### src/rtl/arbitro_rr_param.sv
// Round-robin arbiter/router: pops one word per cycle from an eligible input FIFO and pushes it to
// the output FIFO named by its destination field. Define ARB_DEST_STALL_EN for per-destination stall.
module arbitro_rr_param #(
  parameter int unsigned NUM_CHANNELS = 4,
  parameter int unsigned WORD_SIZE    = 10,
  parameter int unsigned DEST_SIZE    = $clog2(NUM_CHANNELS)
) (
  input  logic                              clk,
  input  logic                              reset_L,
  input  logic                              active,
  input  logic [NUM_CHANNELS-1:0]           fifo_in_empty,
  input  logic [NUM_CHANNELS*WORD_SIZE-1:0] fifo_in_data,
  input  logic [NUM_CHANNELS-1:0]           fifo_out_almost_full,
  output logic [NUM_CHANNELS-1:0]           pop_in,
  output logic [NUM_CHANNELS-1:0]           push_out,
  output logic [WORD_SIZE-1:0]              data_out,
  output logic [DEST_SIZE-1:0]              grant_idx,
  output logic                              stall
);

  typedef enum logic [1:0] {
    IDLE = 2'd0,
    RUN  = 2'd1,
    HOLD = 2'd2
  } state_t;

  state_t                  state;
  state_t                  state_nxt;
  logic [DEST_SIZE-1:0]    rr_ptr;
  logic [WORD_SIZE-1:0]    head      [NUM_CHANNELS];
  logic [DEST_SIZE-1:0]    head_dest [NUM_CHANNELS];
  logic [NUM_CHANNELS-1:0] eligible;
  logic                    any_ne;
  logic                    any_elig;
  logic                    grant_vld;
  logic [DEST_SIZE-1:0]    grant;
  logic                    pop_vld;

  // Unpack show-ahead head words and their destination fields
  always_comb begin
    for (int i = 0; i < NUM_CHANNELS; i++) begin
      head[i]      = fifo_in_data[i*WORD_SIZE +: WORD_SIZE];
      head_dest[i] = head[i][WORD_SIZE-1 -: DEST_SIZE];
    end
  end

`ifdef ARB_DEST_STALL_EN
  // An input is blocked only by the almost-full flag of its own destination
  always_comb begin
    for (int i = 0; i < NUM_CHANNELS; i++) begin
      eligible[i] = !fifo_in_empty[i] && !fifo_out_almost_full[head_dest[i]];
    end
  end
`else
  // Any almost-full output blocks every input
  always_comb begin
    for (int i = 0; i < NUM_CHANNELS; i++) begin
      eligible[i] = !fifo_in_empty[i] && !(|fifo_out_almost_full);
    end
  end
`endif

  assign any_ne   = |(~fifo_in_empty);
  assign any_elig = |eligible;

  // First eligible input searching from rr_ptr upwards, wrapping modulo NUM_CHANNELS
  always_comb begin
    logic [DEST_SIZE-1:0] idx;
    idx       = '0;
    grant_vld = 1'b0;
    grant     = rr_ptr;
    for (int k = 0; k < NUM_CHANNELS; k++) begin
      idx = rr_ptr + DEST_SIZE'(k);
      if (!grant_vld && eligible[idx]) begin
        grant_vld = 1'b1;
        grant     = idx;
      end
    end
  end

  // Dropping active suppresses the pop in the same cycle
  assign pop_vld = (state == RUN) && active && grant_vld;
  assign pop_in  = (reset_L && pop_vld) ? (NUM_CHANNELS'(1) << grant) : '0;

  always_comb begin
    state_nxt = state;
    case (state)
      IDLE: begin
        if (active && any_ne) state_nxt = RUN;
      end
      RUN: begin
        if (!active || !any_ne) state_nxt = IDLE;
        else if (!any_elig)     state_nxt = HOLD;
      end
      HOLD: begin
        if (!active || !any_ne) state_nxt = IDLE;
        else if (any_elig)      state_nxt = RUN;
      end
      default: state_nxt = IDLE;
    endcase
  end

  // State, pointer and registered push path; a popped word is pushed exactly one cycle later
  always_ff @(posedge clk or negedge reset_L) begin
    if (!reset_L) begin
      state     <= IDLE;
      rr_ptr    <= '0;
      push_out  <= '0;
      data_out  <= '0;
      grant_idx <= '0;
      stall     <= 1'b0;
    end else begin
      state    <= state_nxt;
      stall    <= (state_nxt == HOLD);
      push_out <= '0;
      if (pop_vld) begin
        push_out  <= NUM_CHANNELS'(1) << head_dest[grant];
        data_out  <= head[grant];
        grant_idx <= grant;
        rr_ptr    <= grant + DEST_SIZE'(1);
      end
    end
  end

endmodule

### config.mk
export PLATFORM = sky130hd
export DESIGN_NAME = arbitro_rr_param
export DESIGN_NICKNAME = d
export VERILOG_FILES = /design/src/rtl/arbitro_rr_param.sv
export SDC_FILE = /design/constraint.sdc
export NUM_CORES = 1
export LEC_CHECK = 0
export CORE_ASPECT_RATIO = 0.5
export CORE_MARGIN = 3
export CORE_UTILIZATION = 35
export DETAILED_ROUTE_END_ITERATION = 8
export GPL_TIMING_DRIVEN = 0
export HOLD_SLACK_MARGIN = 0.02
export PLACE_DENSITY = 0.74
export SLEW_MARGIN = 5
export SYNTH_ARGS = -nofsm -noshare
export SYNTH_HDL_FRONTEND = slang
export SYNTH_SLANG_ARGS = --single-unit
### constraint.sdc
create_clock -name clk -period 2.5 [get_ports clk]
set_input_delay 0.375 -clock clk [delete_from_list [all_inputs] [get_ports clk]]
set_output_delay 0.375 -clock clk [all_outputs]
set_load 0.05 [all_outputs]
Word level (Yosys, flattened, before mapping)
Cells that the tools add are included.
{"block": "classes", "bitwise_logic": 2, "shift": 2, "n_addsub": 4, "n_lt_le_gt_ge": 5, "mux": 29, "n_eq_ne": 3, "n_reduce_logical": 26}
{"operator": "$bmux W10 S2", "n": 1}
{"operator": "$mux W10", "n": 2}
{"operator": "$mux W2", "n": 10}
{"operator": "$lt A2 B3 Y1 const B", "n": 4}
{"operator": "$reduce_or A4 Y1", "n": 3}
{"operator": "$logic_and A1 B1 Y1", "n": 11}
{"operator": "$logic_not A1 Y1", "n": 10}
{"operator": "$bmux W1 S2", "n": 4}
{"operator": "$mux W1", "n": 8}
{"operator": "$mux W4", "n": 2}
{"operator": "$shl A1 B2 Y4 const A", "n": 2}
{"operator": "$pmux W2 S3", "n": 1}
{"operator": "$add A2 B1 Y2 const B", "n": 2}
{"operator": "$add A2 B2 Y2 const B", "n": 2}
{"operator": "$bmux W2 S2", "n": 1}
{"operator": "$eq A2 B2 Y1 const B", "n": 2}
{"operator": "$not A4 Y4", "n": 1}
{"operator": "$ge A3 B3 Y1 const B", "n": 1}
{"operator": "$not A2 Y3", "n": 1}
{"operator": "$eq A2 B1 Y1 const B", "n": 1}
{"operator": "$logic_not A2 Y1", "n": 1}
{"operator": "$logic_or A1 B1 Y1", "n": 1}
{"block": "totals", "regBits": 21}

Depth between registers and ports, before layout
Gate-level depths: netlist of run 1.
{"block": "logic_depth", "word_depth": 21, "mapped_depth": 7, "depth_no_buf": 7}

Least setup slack after synthesis of run 1
No wires, ideal clock.
{"block": "synth_path", "kind": "input to output", "startpoint": "in fifo_out_almost_full[1]", "endpoint": "out pop_in[1]", "cell_stages": 7, "t_arrival_ns": 2.147, "path_slack_ns": -0.022, "path_cell_list": "or4_4 -> a211oi_1 -> nor3_2 -> buf_4 -> inv_1 -> ha_1 -> and3_1"}
{"block": "synth_via", "elab_cells_between_ends": 31, "cone_classes": "1 x shift; 16 x mux; 14 x reduce/logical"}
{"item": "from (decl)", "line": "13", "rtl": "input logic [NUM_CHANNELS-1:0] fifo_out_almost_full,"}
{"item": "$reduce_or A4 Y1 *", "line": "58", "rtl": "eligible[i] = !fifo_in_empty[i] && !(|fifo_out_almost_full);"}
{"item": "$logic_not A1 Y1 *", "line": "58"}
{"item": "$logic_and A1 B1 Y1", "line": "58"}
{"item": "$bmux W1 S2", "line": "74", "rtl": "if (!grant_vld && eligible[idx]) begin"}
{"item": "$mux W1 (implied by the code)", "line": "74"}
{"item": "$mux W1", "line": "74"}
{"item": "$logic_not A1 Y1", "line": "74"}
{"item": "$logic_and A1 B1 Y1", "line": "74"}
{"item": "(+2 left out)"}
{"item": "$logic_and A1 B1 Y1", "line": "74"}
{"item": "$mux W1", "line": "74"}
{"item": "$logic_not A1 Y1", "line": "74"}
{"item": "$logic_and A1 B1 Y1", "line": "74"}
{"item": "$mux W2 *", "line": "74"}
{"item": "via grant[1]", "line": "36", "rtl": "logic [DEST_SIZE-1:0] grant;"}
{"item": "$shl A1 B2 Y4 *", "line": "83", "rtl": "assign pop_in = (reset_L && pop_vld) ? (NUM_CHANNELS'(1) << grant) : '0;"}
{"item": "$mux W4 *", "line": "83"}
{"item": "to (decl)", "line": "14", "rtl": "output logic [NUM_CHANNELS-1:0] pop_in,"}
Mark *: on every way through the listed nets, which the timed path passes. The rest lies on a longest branch. The select of a mux whose other input is x is not followed.

Final worst setup path of run 1
{"block": "layout_path", "startpoint": "in fifo_out_almost_full[3]", "endpoint": "out pop_in[1]"}
The elaborated chain is that of the path after synthesis.

==> flow_summary.ini, run 1 <==
[grt]
grt_pass1_vias = 1335
antenna_found_initial = 0
grt_max_degree = 26
overflow = 0
track_usage_pct = 18.4
grt_pass1_wl_um = 6800

[logic_synthesis]
syn_inst = 125
synth_top_area_share_pct = 40.2
async_reset_ff_share_pct = 100
yosysWarnings = 0
synth_area_mm2 = 0.00131
yosys.area.top_type = dfrtp_1
ys_dominant_reg_cell = dfrtp_1
synth_seq_area_share_pct = 40.2
synth.area.top_cells = dfrtp_1 (40%), mux2i_1 (16%), nand2_1 (4.0%), ha_1 (3.8%), a21o_1 (3.4%)
synthesis.nets = 180
ys_seq_elements = 21
synth_edf_count = 0
ys_types = 39
postSynthAreaPerCell_um2 = 10.5
netlist_top_cells_count = dfrtp_1 (21), mux2i_1 (21), nand2_1 (14)

[setup_path]
end_kind = primary output
startpoint_type = primary input
crit_type = primary input to primary output
crit_arrival_ns = 2.07
cp.required_ns = 2.12
critPathMaxFanout = 5

[finish]
num_antenna_cells = 0
drive_above_1_share_pct = 21.7
stdcell_area_mm2 = 0.00228
area_growth_pct = 74.5
layout.nets = 268

[timing]
period_share_pct = 97.8
rsz0062_at_grt = true
hold_viol = 0
min_period_ns = 2.45
relSlewSlack_pct = 28.8
finalSetupViolCount = 0
max_slew.worst_pin.slew_ns = 1.07
skew_ns = 0.00224
final-max-slew-violation-count = 0
max_freq_ghz = 0.409

[detailed_routing]
first_iter_violations = 41
vias_per_cell = 4.94
wire_per_inst_um = 15.5
ant_nets = 0
drc = 0
via_count = 1285
first_pass_iters = 4
totalWireLength_um = 4020

[clock_network]
worst_skew_pair.late_latency_ns = 0.26
cts_buffers = 3
root_buffer = clkbuf_8
hold_buffers = 0
cts_buffer_depth = 2
clock-sinks = 21
clk_pin_slew_worst_paths_ns = 0.07
h-tree-depth = 1
cts_tree = built

[placed_design]
place_area_mm2 = 0.00208
dp_hpwl_um = 2990
place_congestion = 0.732
io_buffers = 71

[pwr]
p_leak_nw = 0.989
finalPower_mw = 1.25
ir_worst_vdd_mv = 0.335
power_density_mw_per_mm2 = 547

[run_status]
status = completed

[die]
ios = 72
fp-row-count = 14
die_area_mm2 = 0.00455
die_w_um = 92.4
start_util_pct = 39.9
dieHeight_um = 49.2
core_mm2 = 0.00328

[hold_path]
hp-class = primary input to asynchronous set/reset pin

[job]
drv_cap = 0
==> through the flow <==
step	setup WS, ns	hold WS (ns)	utilization (%)	setup TNS, ns	std cells
2_1_floorplan	0.0428	0.0794	-	0	125
3_3_place_gp	-1.22	0.461	63.5	-8.46	244
3_5_place_dp	-1.25	0.463	63.5	-9.20	244
4_1_cts	0.00740	0.456	68.3	0	257
5_1_grt	-0.0207	0.498	69.6	-0.0241	260
6_report	0.0541	0.422	69.6	0	260
==> cell type report <==
class                           count  area [um^2]
Fill cell                         274          996
Clock buffer                        4         45.0
Multi-Input combinational cell     96          796
Tap cell                           48         60.1
Inverter                            3         11.3
Timing Repair Buffer               83          802
Buffer                              5         37.5
Sequential cell                    21          528
==> kinds of logic after synthesis <==
| kind of cell | synth area share (%) |
|---|---|
| flops | 40.2 |
| fa+ha+maj | 4.60 |
| buf+inv | 3.35 |
| xor+xnor | 0.671 |
| simple gates | 17.9 |
| mux | 17.0 |
| compound gates | 16.3 |
==> timing repair <==
| item | 4_1_cts | 5_1_grt |
|---|---|---|
| buffers inserted | 9 | 3 |
| setup endpoints to repair | 11 | 13 |
| gates resized for setup | 55 | 10 |
| gates cloned | 0 | 0 |
| pin swaps | 8 | 5 |
==> critical path: stages <==
cell             delay, ns
clkdlybuf4s15_2       0.20
or4_4                 0.52
a211oi_2              0.20
nor3_2                0.09
buf_6                 0.14
inv_2                 0.06
ha_1                  0.14
and3_4                0.18
buf_8                 0.15
==> worst paths after layout <==
check,start,end,slack (ns),depth (start not counted)
setup reg to reg,rr_ptr[0]$_DFFE_PN0P_,push_out[3]$_DFF_PN0_,0.33,8
setup / recovery,fifo_out_almost_full[3],pop_in[1],0.05,9
min in group clk,grant_idx[0]$_DFFE_PN0P_,grant_idx[0]$_DFFE_PN0P_,0.48,2
hold reg to reg,grant_idx[0]$_DFFE_PN0P_,grant_idx[0]$_DFFE_PN0P_,0.48,2
max in group asynchronous,reset_L,rr_ptr[0]$_DFFE_PN0P_,1.36,1
hold / removal,reset_L,data_out[1]$_DFFE_PN0P_,0.42,1
==> cell usage in the layout (no fill, tap or decap), types with 3 or more instances in the layout <==
| master | Yosys | layout |
|---|---|---|
| clkdlybuf4s50_1 | 0 | 58 |
| o22ai_1 | 6 | 6 |
| buf_4 | 1 | 12 |
| o221ai_1 | 4 | 4 |
| clkbuf_8 | 0 | 3 |
| dfrtp_1 | 21 | 19 |
| nand2_1 | 14 | 13 |
| nor2_1 | 5 | 4 |
| mux2i_1 | 21 | 21 |
| ha_1 | 4 | 4 |
| buf_2 | 2 | 4 |
| dlygate4sd2_1 | 0 | 3 |
| a21o_1 | 6 | 6 |
| buf_6 | 1 | 3 |
==> flip-flops by register name, indices dropped and copies added (netlist names) <==
register / flops
rr_ptr: 2
state: 2
data_out: 10
push_out: 4
grant_idx: 2
stall: 1
==> where the power goes <==
part / leakage [nW] / switching, mW / internal (mW) / total (mW)
combinational: 0.686 / 0.325 / 0.263 / 0.588
clock: 0.0228 / 0.108 / 0.114 / 0.221
sequential: 0.280 / 0.0422 / 0.395 / 0.438
total: 0.989 / 0.475 / 0.772 / 1.25
==> routing by layer <==
metal / GRT usage (%) / wire (um)
met5: 0 / 0
met2: 31.8 / 2060
met3: 3.54 / 179
met4: 2.96 / 19
met1: 24.5 / 1760
Power figures use the tool's default switching activity.
==> run 2: changes to the inputs <==
--- a/config.mk
+++ b/config.mk
@@ -5,13 +5,15 @@
 export SDC_FILE = /design/constraint.sdc
 export NUM_CORES = 1
 export LEC_CHECK = 0
+export ABC_CLOCK_PERIOD_IN_PS = 2500
 export CORE_ASPECT_RATIO = 0.5
 export CORE_MARGIN = 3
 export CORE_UTILIZATION = 35
 export DETAILED_ROUTE_END_ITERATION = 8
 export GPL_TIMING_DRIVEN = 0
 export HOLD_SLACK_MARGIN = 0.02
-export PLACE_DENSITY = 0.74
+export PLACE_DENSITY = 0.83
+export SKIP_LAST_GASP = 1
 export SLEW_MARGIN = 5
 export SYNTH_ARGS = -nofsm -noshare
 export SYNTH_HDL_FRONTEND = slang
==> run 2 against run 1 <==
Net effect:
- combinational power is 2% higher
- clock power about the same
- hold slack improved by 0.0024 ns
- fmax is 0.14% higher
- final cell count is 0.77% lower
- largest cell class is now multi-input gates
- highest routed layer unchanged
==> flow_summary.ini, run 2 (synthesis gave the netlist of run 1 again) <==
[clock_network]
root_buffer = clkbuf_8
hold_buffers = 0
clock-sinks = 21
clk_pin_slew_worst_paths_ns = 0.07
cts_tree = built
worst_skew_pair.late_latency_ns = 0.26
cts_buffer_depth = 2
cts_buffers = 3
h-tree-depth = 1

[detailed_routing]
wire_per_inst_um = 15.8
ant_nets = 0
drc = 0
first_pass_iters = 5
first_iter_violations = 41
vias_per_cell = 5.03
via_count = 1297
totalWireLength_um = 4070

[timing]
fin_ws_ns = 0.0575
max_freq_ghz = 0.409
max_slew.worst_pin.slew_ns = 1.06
hold_viol = 0
final-max-slew-violation-count = 0
skew_ns = 0.00223
relSlewSlack_pct = 29.4
period_share_pct = 97.7
rsz0062_at_grt = true
finalSetupViolCount = 0
setup_tns_ns = 0
min_period_ns = 2.44

[pwr]
ir_worst_vdd_mv = 0.341
p_leak_nw = 0.963
power_density_mw_per_mm2 = 553

[finish]
area_growth_pct = 73.5
num_antenna_cells = 0
max_flop_register = data_out
largestRegisters = data_out (10), push_out (4)
layout.nets = 266
final_cell_mix = clkdlybuf4s50_1 (58), mux2i_1 (21), dfrtp_1 (19)
largest_reg_flops = 10
drive_above_1_share_pct = 20.5
fin_util_pct = 69.2
layout_commonest_cell = clkdlybuf4s50_1
instances_no_fill = 258

[die]
die_area_mm2 = 0.00455
die_w_um = 92.4
ios = 72
dieHeight_um = 49.2
fp-row-count = 14
core_mm2 = 0.00328
start_util_pct = 39.9

[grt]
grt_max_degree = 26
track_usage_pct = 17.7
grtUsageMet2_pct = 30.4
grtUsageMet3_pct = 3.70
grt-busiest-layer = met2
grt_pass1_wl_um = 6530
antenna_found_initial = 0
grt_pass1_vias = 1286
grt_use_met1_pct = 23.7
overflow = 0

[placed_design]
io_buffers = 71
dp_slack_ns = -1.26
place_congestion = 0.770
dp_hpwl_um = 3040
dp.cells = 244

[run_status]
status = completed

[hold_path]
hp-class = primary input to asynchronous set/reset pin

[setup_path]
crit_path_max_incr_delay_ns = 0.58
crit_buf_inv = 4
crit_type = primary input to primary output
cp.required_ns = 2.12
slowest_stage = or4_4
r2r_start = rr_ptr[1]$_DFFE_PN0P_
crit_arrival_ns = 2.07
path_depth = 9
critPathMaxFanout = 4
end_kind = primary output
startpoint_type = primary input
r2r_cells = 8
crit_path_cell_trace = buf_2 -> or4_4 -> a211oi_4 -> nor3_4 -> buf_6 -> inv_4 -> ha_2 -> and3_4 -> buf_8
worstSetupStartpoint = fifo_out_almost_full[2]
crit_family = simple AND/OR/NAND/NOR gates

[job]
drv_cap = 0
-- run 2: what timing repair did --
| item | in CTS | in global routing |
|---|---|---|
| endpoints found under the setup margin | 13 | 4 |
| gates resized for setup | 63 | 3 |
| gates cloned | 0 | 0 |
| pin swaps | 9 | 4 |
| buffers inserted | 8 | 2 |
-- run 2: final timing paths --
kind                                      endpoint  slack, ns
min                        data_out[0]$_DFFE_PN0P_       0.42
min in group clk           data_out[9]$_DFFE_PN0P_       0.48
min reg2reg                data_out[9]$_DFFE_PN0P_       0.48
max in group asynchronous    rr_ptr[0]$_DFFE_PN0P_       1.37
max                                      pop_in[0]       0.06
max reg2reg                  push_out[3]$_DFF_PN0_       0.37
-- run 2: cell type report --
class	count	area, um^2
clock buffers	4	45.0
multi-input cells	96	817
flip-flops and latches	21	528
fillers	252	1010
well taps	48	60.1
inverters	3	13.8
plain buffers	5	36.3
repair buffers	81	766
-- run 2: worst reg2reg max path: cells and delay by family, from the launching register on --
kind / cells / cell delay (ns)
simple gates: 3 / 0.70
flops: 1 / 0.45
buf+inv: 2 / 0.35
compound gates: 2 / 0.26
mux: 1 / 0.26
-- run 2: stage by stage --
step | hold WS [ns] | power (mW) | instance area, um^2
after floorplan | 0.0794 | 0.765 | 1310
after global placement | 0.459 | 0.970 | 2080
after detailed placement | 0.465 | 0.982 | 2080
after CTS | 0.459 | 1.25 | 2240
after global routing | 0.493 | 1.32 | 2270
final | 0.424 | 1.25 | 2270
-- run 2: where the power goes --
group          internal [mW]  switching, mW
registers              0.395         0.0389
clock network          0.113          0.105
logic                  0.268          0.333
total                  0.777          0.477
-- run 2: layer usage --
layer  share of wire [%]  up-vias
met2                  52       25
met1                  45      635
li1                    -      635
met4                0.20        0
met5                   0        -
met3                 3.3        2
==> patch 1 (settings of run 2) <==
Set the parameter `NUM_CHANNELS` to 8 (it was 4).
--- a/src/rtl/arbitro_rr_param.sv
+++ b/src/rtl/arbitro_rr_param.sv
@@ -2,5 +2,5 @@
 // the output FIFO named by its destination field. Define ARB_DEST_STALL_EN for per-destination stall.
 module arbitro_rr_param #(
-  parameter int unsigned NUM_CHANNELS = 4,
+  parameter int unsigned NUM_CHANNELS = 8,
   parameter int unsigned WORD_SIZE    = 10,
   parameter int unsigned DEST_SIZE    = $clog2(NUM_CHANNELS)
Interface: changed (6 resized); port bits go from 72 to 129. No check against the original RTL was run, so the function may have changed too.
==> patch 1 against run 2 <==
The flow now finishes with violations (setup timing). Area after synthesis grew 120%. Worst setup slack lost 1.7 ns. Total power grew 25%. Maximum frequency shrank 42%. Routed wire length grew to 2.9 times the old value. Core utilization grew 4.1 points. Combinational power grew 21%. Final area grew 150%. Critical path depth grew 9. Die area grew 110%. Count of clock-buffer cells in the layout shrank 1. Global-route usage grew 3.3 points. Sequential cell count grew 6.
==> patch 1: results (changes against run 2) <==
DR pass1 iterations: 5 (unchanged)
Top Registers: data_out (10), push_out (8)
Net Count, Synth: 414 (+130%)
port buffer count: 128 (+80%)
Setup crit end: pop_in[4]
Net Sw Frac: 31.72% (-6.3 points)
crit path DAT: 3.81 ns (+1.74 ns)
drt wl/cell: 20.12 um (+28%)
mux cell area share after synthesis: 32.34% (+15 points)
CTS root buf: clkbuf_16
synth top area cells: dfrtp_1 (23%), mux2i_1 (21%), mux4_2 (7.7%), a22oi_1 (4.4%), nand2_1 (4.0%)
Post-Synth Adder-Cell Area: 3.785% (-0.81 points)
Final WS setup: -1.682 ns (-1.739 ns)
CP Class: reg2out
XOR/XNOR Fraction of Synth Area: 2.323% (+1.7 points)
synth cell count leaders: mux2i_1 (61), nand2_1 (31), dfrtp_1 (27), nand3_1 (19), a22oi_1 (17)
layout net count: 596 (+120%)
met2 wire len: 6.160 mm (+190%)
Clk pin slew, worst setup/hold paths: 0.07 ns (about the same)
violated checks: setup timing
met1 usage: 26.43% (+2.7 points)
slowest stage cell, crit path: mux4_2
status: finished with violations
Worst R2R Start: rr_ptr[0]
Compound-Gate Fraction of Synth Area: 16.47% (+0.19 points)
Crit path max-delay family: buffers and inverters
sequential area share after synthesis: 23.23% (-17 points)
Yosys cell types: 57 (+46%)
peak supply drop: 0.0002651 V (-22%)
Mapped Cells: 307 (+150%)
share of power burned in registers: 29.7% (-4.9 points)
fill count: 505 (+100%)
clock skew: 0.003113 ns (+0.0008800 ns)
met3 routed WL: 729 um (+440%)
Fin Setup TNS: -43.93 ns (-43.93 ns)
Reg-to-Reg End: push_out[5]
Non-Filler Instances: 596 (+130%)
placed cell count: 543 (+120%)
vias in the first global route: 3182 (+150%)
Crit path largest cell delay: 0.52 ns (-0.06 ns)
first-pass GRT wire length: 16.24 mm (+150%)
detailed router's first-iteration violation count: 226 (+450%)
share of cells above drive strength 1: 37.30% (+17 points)
Final setup violation count: 32 (+32)
GPL Wtd Cong: 0.9203 (+20%)
met1 WL: 4.805 mm (+160%)
P_clk: 0.379 mW (+74%)
Least-Margin Pin Slew: 0.7835 ns (-0.2754 ns)
fraction of registers with async set/reset: 100.0% (unchanged)
P_leak: 2.376 nW (+150%)
Total GRT Usage: 20.99% (+3.3 points)
Post-Place Cell Area: 4501 sq um (+120%)
worst reg-to-reg path cell count: 19 (+11)
GRT met3 Usage: 2.374% (-1.3 points)
worst-path maximum fanout: 7 (+3)
via/cell ratio: 5.695 (+13%)
PwrDens: 279.3 nW/um^2 (-50%)
patch 1: cell count changes after synthesis, sizes merged, moves of 6 or more:
cell          run 2  this run
mux2i            21        61
nand3             1        19
a22oi             0        17
nand2            14        31
nor3              4        15
buf               4        14
mux4              0        10
nor2              5        14
mux2              1         9
o21ai             4        12
dfrtp            21        27
patch 1: area by class of cell:
cell class	count	share of cell area, %
inverter	8	1.068
multi-input combinational	255	48.16
clock inverter	1	0.1335
sequential	27	12.04
clock buffer	3	1.335
timing repair buffer	180	31.86
tap	108	2.403
buffer	14	3.003
patch 1: through the flow:
step | setup WS [ns] | hold slack (ns)
global placement | -2.461 | 0.4505
finish | -1.682 | 0.1810
floorplan | -1.382 | 0.07941
global route | -1.860 | 0.2320
detailed placement | -2.536 | 0.4645
CTS | -1.585 | 0.1916
patch 1: repair_timing:
item	4_1_cts	5_1_grt
gates cloned	1	0
setup buffers	27	26
pin swaps	10	28
resized for setup	107	80
setup endpoints to repair	32	32
==> patch 2 (config.mk and constraints of run 2) <==
Made on the original files. The 3 states of `state_t` get a one-hot encoding in 3 bits.
--- a/src/rtl/arbitro_rr_param.sv
+++ b/src/rtl/arbitro_rr_param.sv
@@ -19,8 +19,8 @@
 );
 
-  typedef enum logic [1:0] {
-    IDLE = 2'd0,
-    RUN  = 2'd1,
-    HOLD = 2'd2
+  typedef enum logic [2:0] {
+    IDLE = 3'b001,
+    RUN  = 3'b010,
+    HOLD = 3'b100
   } state_t;
 
Behaviour: no difference found for any inputs over 10 cycles, from zero or initial values and one cycle with reset_L low; not proved beyond that.
==> patch 2 against run 2 <==
The flow now finishes with violations (setup timing). Worst setup slack got worse by 0.083 ns. Routed wire length grew 36%. Total power decreased by 3.2%. Final area is 11% higher. Die area rose by 11%. Area after synthesis increased by 13%. Via count is 25% higher. Sequential cell count up 1.
==> patch 2: results (changes against run 2) <==
Mapped Cells: 151 (+21%)
Clk pin slew, worst setup/hold paths: 0.08 ns
initial antenna violation count: 0 (unchanged)
violated checks: setup timing
pre-CTS WS: -1.201 ns (+0.06227 ns)
slew margin rel.: 24.11% (-5.3 points)
Yosys cell types: 42 (+7.7%)
min-delay worst type: in2async
Routed WL: 5.528 mm (+36%)
peak supply drop: 0.0003041 V (-11%)
worst-path maximum fanout: 5 (+1)
via/cell ratio: 5.560 (+11%)
Post-Synth Adder-Cell Area: 3.404% (-1.2 points)
Vias: 1618 (+25%)
pin count of the biggest net entering global routing: 27 (+3.8%)
slowest stage cell, crit path: or4_4
Final WS setup: -0.02535 ns (-0.08283 ns)
synth cell count leaders: dfrtp_1 (21), a211oi_1 (17), nor2_1 (16), and3_1 (12), mux2i_1 (10)
status: finished with violations
first-pass GRT wire length: 7.941 mm (+22%)
Compound-Gate Fraction of Synth Area: 23.66% (+7.4 points)
detailed router's first-iteration violation count: 105 (+160%)
clock skew: 0.003849 ns (+0.001617 ns)
Fin Setup TNS: -0.03461 ns (-0.03461 ns)
Crit path largest cell delay: 0.63 ns (+0.05 ns)
HPWL Detailed: 3.339 mm (+9.9%)
Clock Path Buffers: 2 (unchanged)
Net Count, Synth: 206 (+14%)
sequential area share after synthesis: 37.53% (-2.7 points)
H-tree depth: 1 (unchanged)
port buffer count: 71 (unchanged)
total CTS buffers: 3 (unchanged)
fill count: 266 (+5.6%)
Post-Place Cell Area: 2247 sq um (+8.1%)
CTS root buf: clkbuf_8
share of cells above drive strength 1: 24.58% (+4.1 points)
clock latency at the later pin of the worst-skew pair: 0.26 ns (about the same)
P_leak: 1.083 nW (+12%)
Total GRT Usage: 20.04% (+2.3 points)
XOR/XNOR Fraction of Synth Area: 0.5957% (-0.075 points)
GPL Wtd Cong: 0.7953 (+3.3%)
Synth Warn #: 0 (unchanged)
Post-synth top flop: dfrtp_1
DR pass1 iterations: 4 (-1)
fraction of registers with async set/reset: 100.0% (unchanged)
crit path DAT: 2.15 ns (+0.08 ns)
synth top area cells: dfrtp_1 (36%), a211oi_1 (8.7%), mux2i_1 (6.8%), and3_1 (5.1%), nor2_1 (4.1%)
Crit path max-delay family: simple AND/OR/NAND/NOR gates
Top Registers: data_out (10), push_out (4), state (3)
mux cell area share after synthesis: 8.851% (-8.1 points)
layout net count: 296 (+11%)
placed cell count: 273 (+12%)
ANT cells: 0 (unchanged)
Final setup violation count: 2 (+2)
==> patch 2: logic make-up (layout without fill, tap and decap cells) <==
family                     count (synthesis)  count (layout)
muxes                                     12              12
and+or+nand+nor                           53              53
AOI/OAI and AO/OA                         43              43
DFF                                       22              22
xor gates and xnor gates                   1               1
adders and majority gates                  4               4
buffers and inverters                     16             105
==> patch 2: worst paths after layout <==
| kind | depth (start not counted) | slack, ns | end | from |
|---|---|---|---|---|
| setup / recovery | 9 | -0.03 | pop_in[3] | fifo_out_almost_full[0] |
| hold / removal | 1 | 0.45 | grant_idx[1] | reset_L |
| min in group clk | 2 | 0.49 | grant_idx[1] | grant_idx[1] |
| max in group asynchronous | 1 | 1.30 | rr_ptr[0] | reset_L |
| setup reg to reg | 8 | 0.23 | data_out[5] | rr_ptr[0] |
| hold reg to reg | 2 | 0.49 | grant_idx[1] | grant_idx[1] |
==> patch 2: metal layers <==
layer  vias up  track usage (%)  share of wire [%]
met2        79            37.53                 51
met4         0            6.437                3.0
met5         -                0                  0
met1       784            22.59                 40
li1        738                -                  -
met3        17            5.622                5.8
==> patch 2: area by class of cell <==
class	instances	area, sq um	area share [%]
Sequential cell	22	553.0	21.99
Multi-Input combinational cell	113	924.6	36.77
Buffer	6	37.54	1.493
Clock buffer	4	55.05	2.189
Inverter	8	37.54	1.493
Tap cell	51	63.81	2.537
Timing Repair Buffer	87	843.3	33.53
==> patch 2: repair_timing <==
item                                    CTS  global route
resized for setup                        59            20
pin swaps                                 5             3
cloned                                    0             1
buffers inserted                         11             4
endpoints found under the setup margin   13            13
==> patch 2: worst reg2reg max path, delay by kind of cell, from the launching register on <==
kind	cells	cell delay, ns
buf+inv	2	0.41
compound gates	5	1.11
flops	1	0.46
simple gates	1	0.16
==> patch 2: where the power goes <==
group          switching, mW  leakage, nW  internal, mW  total (mW)
clock network          0.119       0.0288         0.140       0.259
logic                  0.291        0.761         0.232       0.523
registers             0.0348        0.293         0.397       0.432
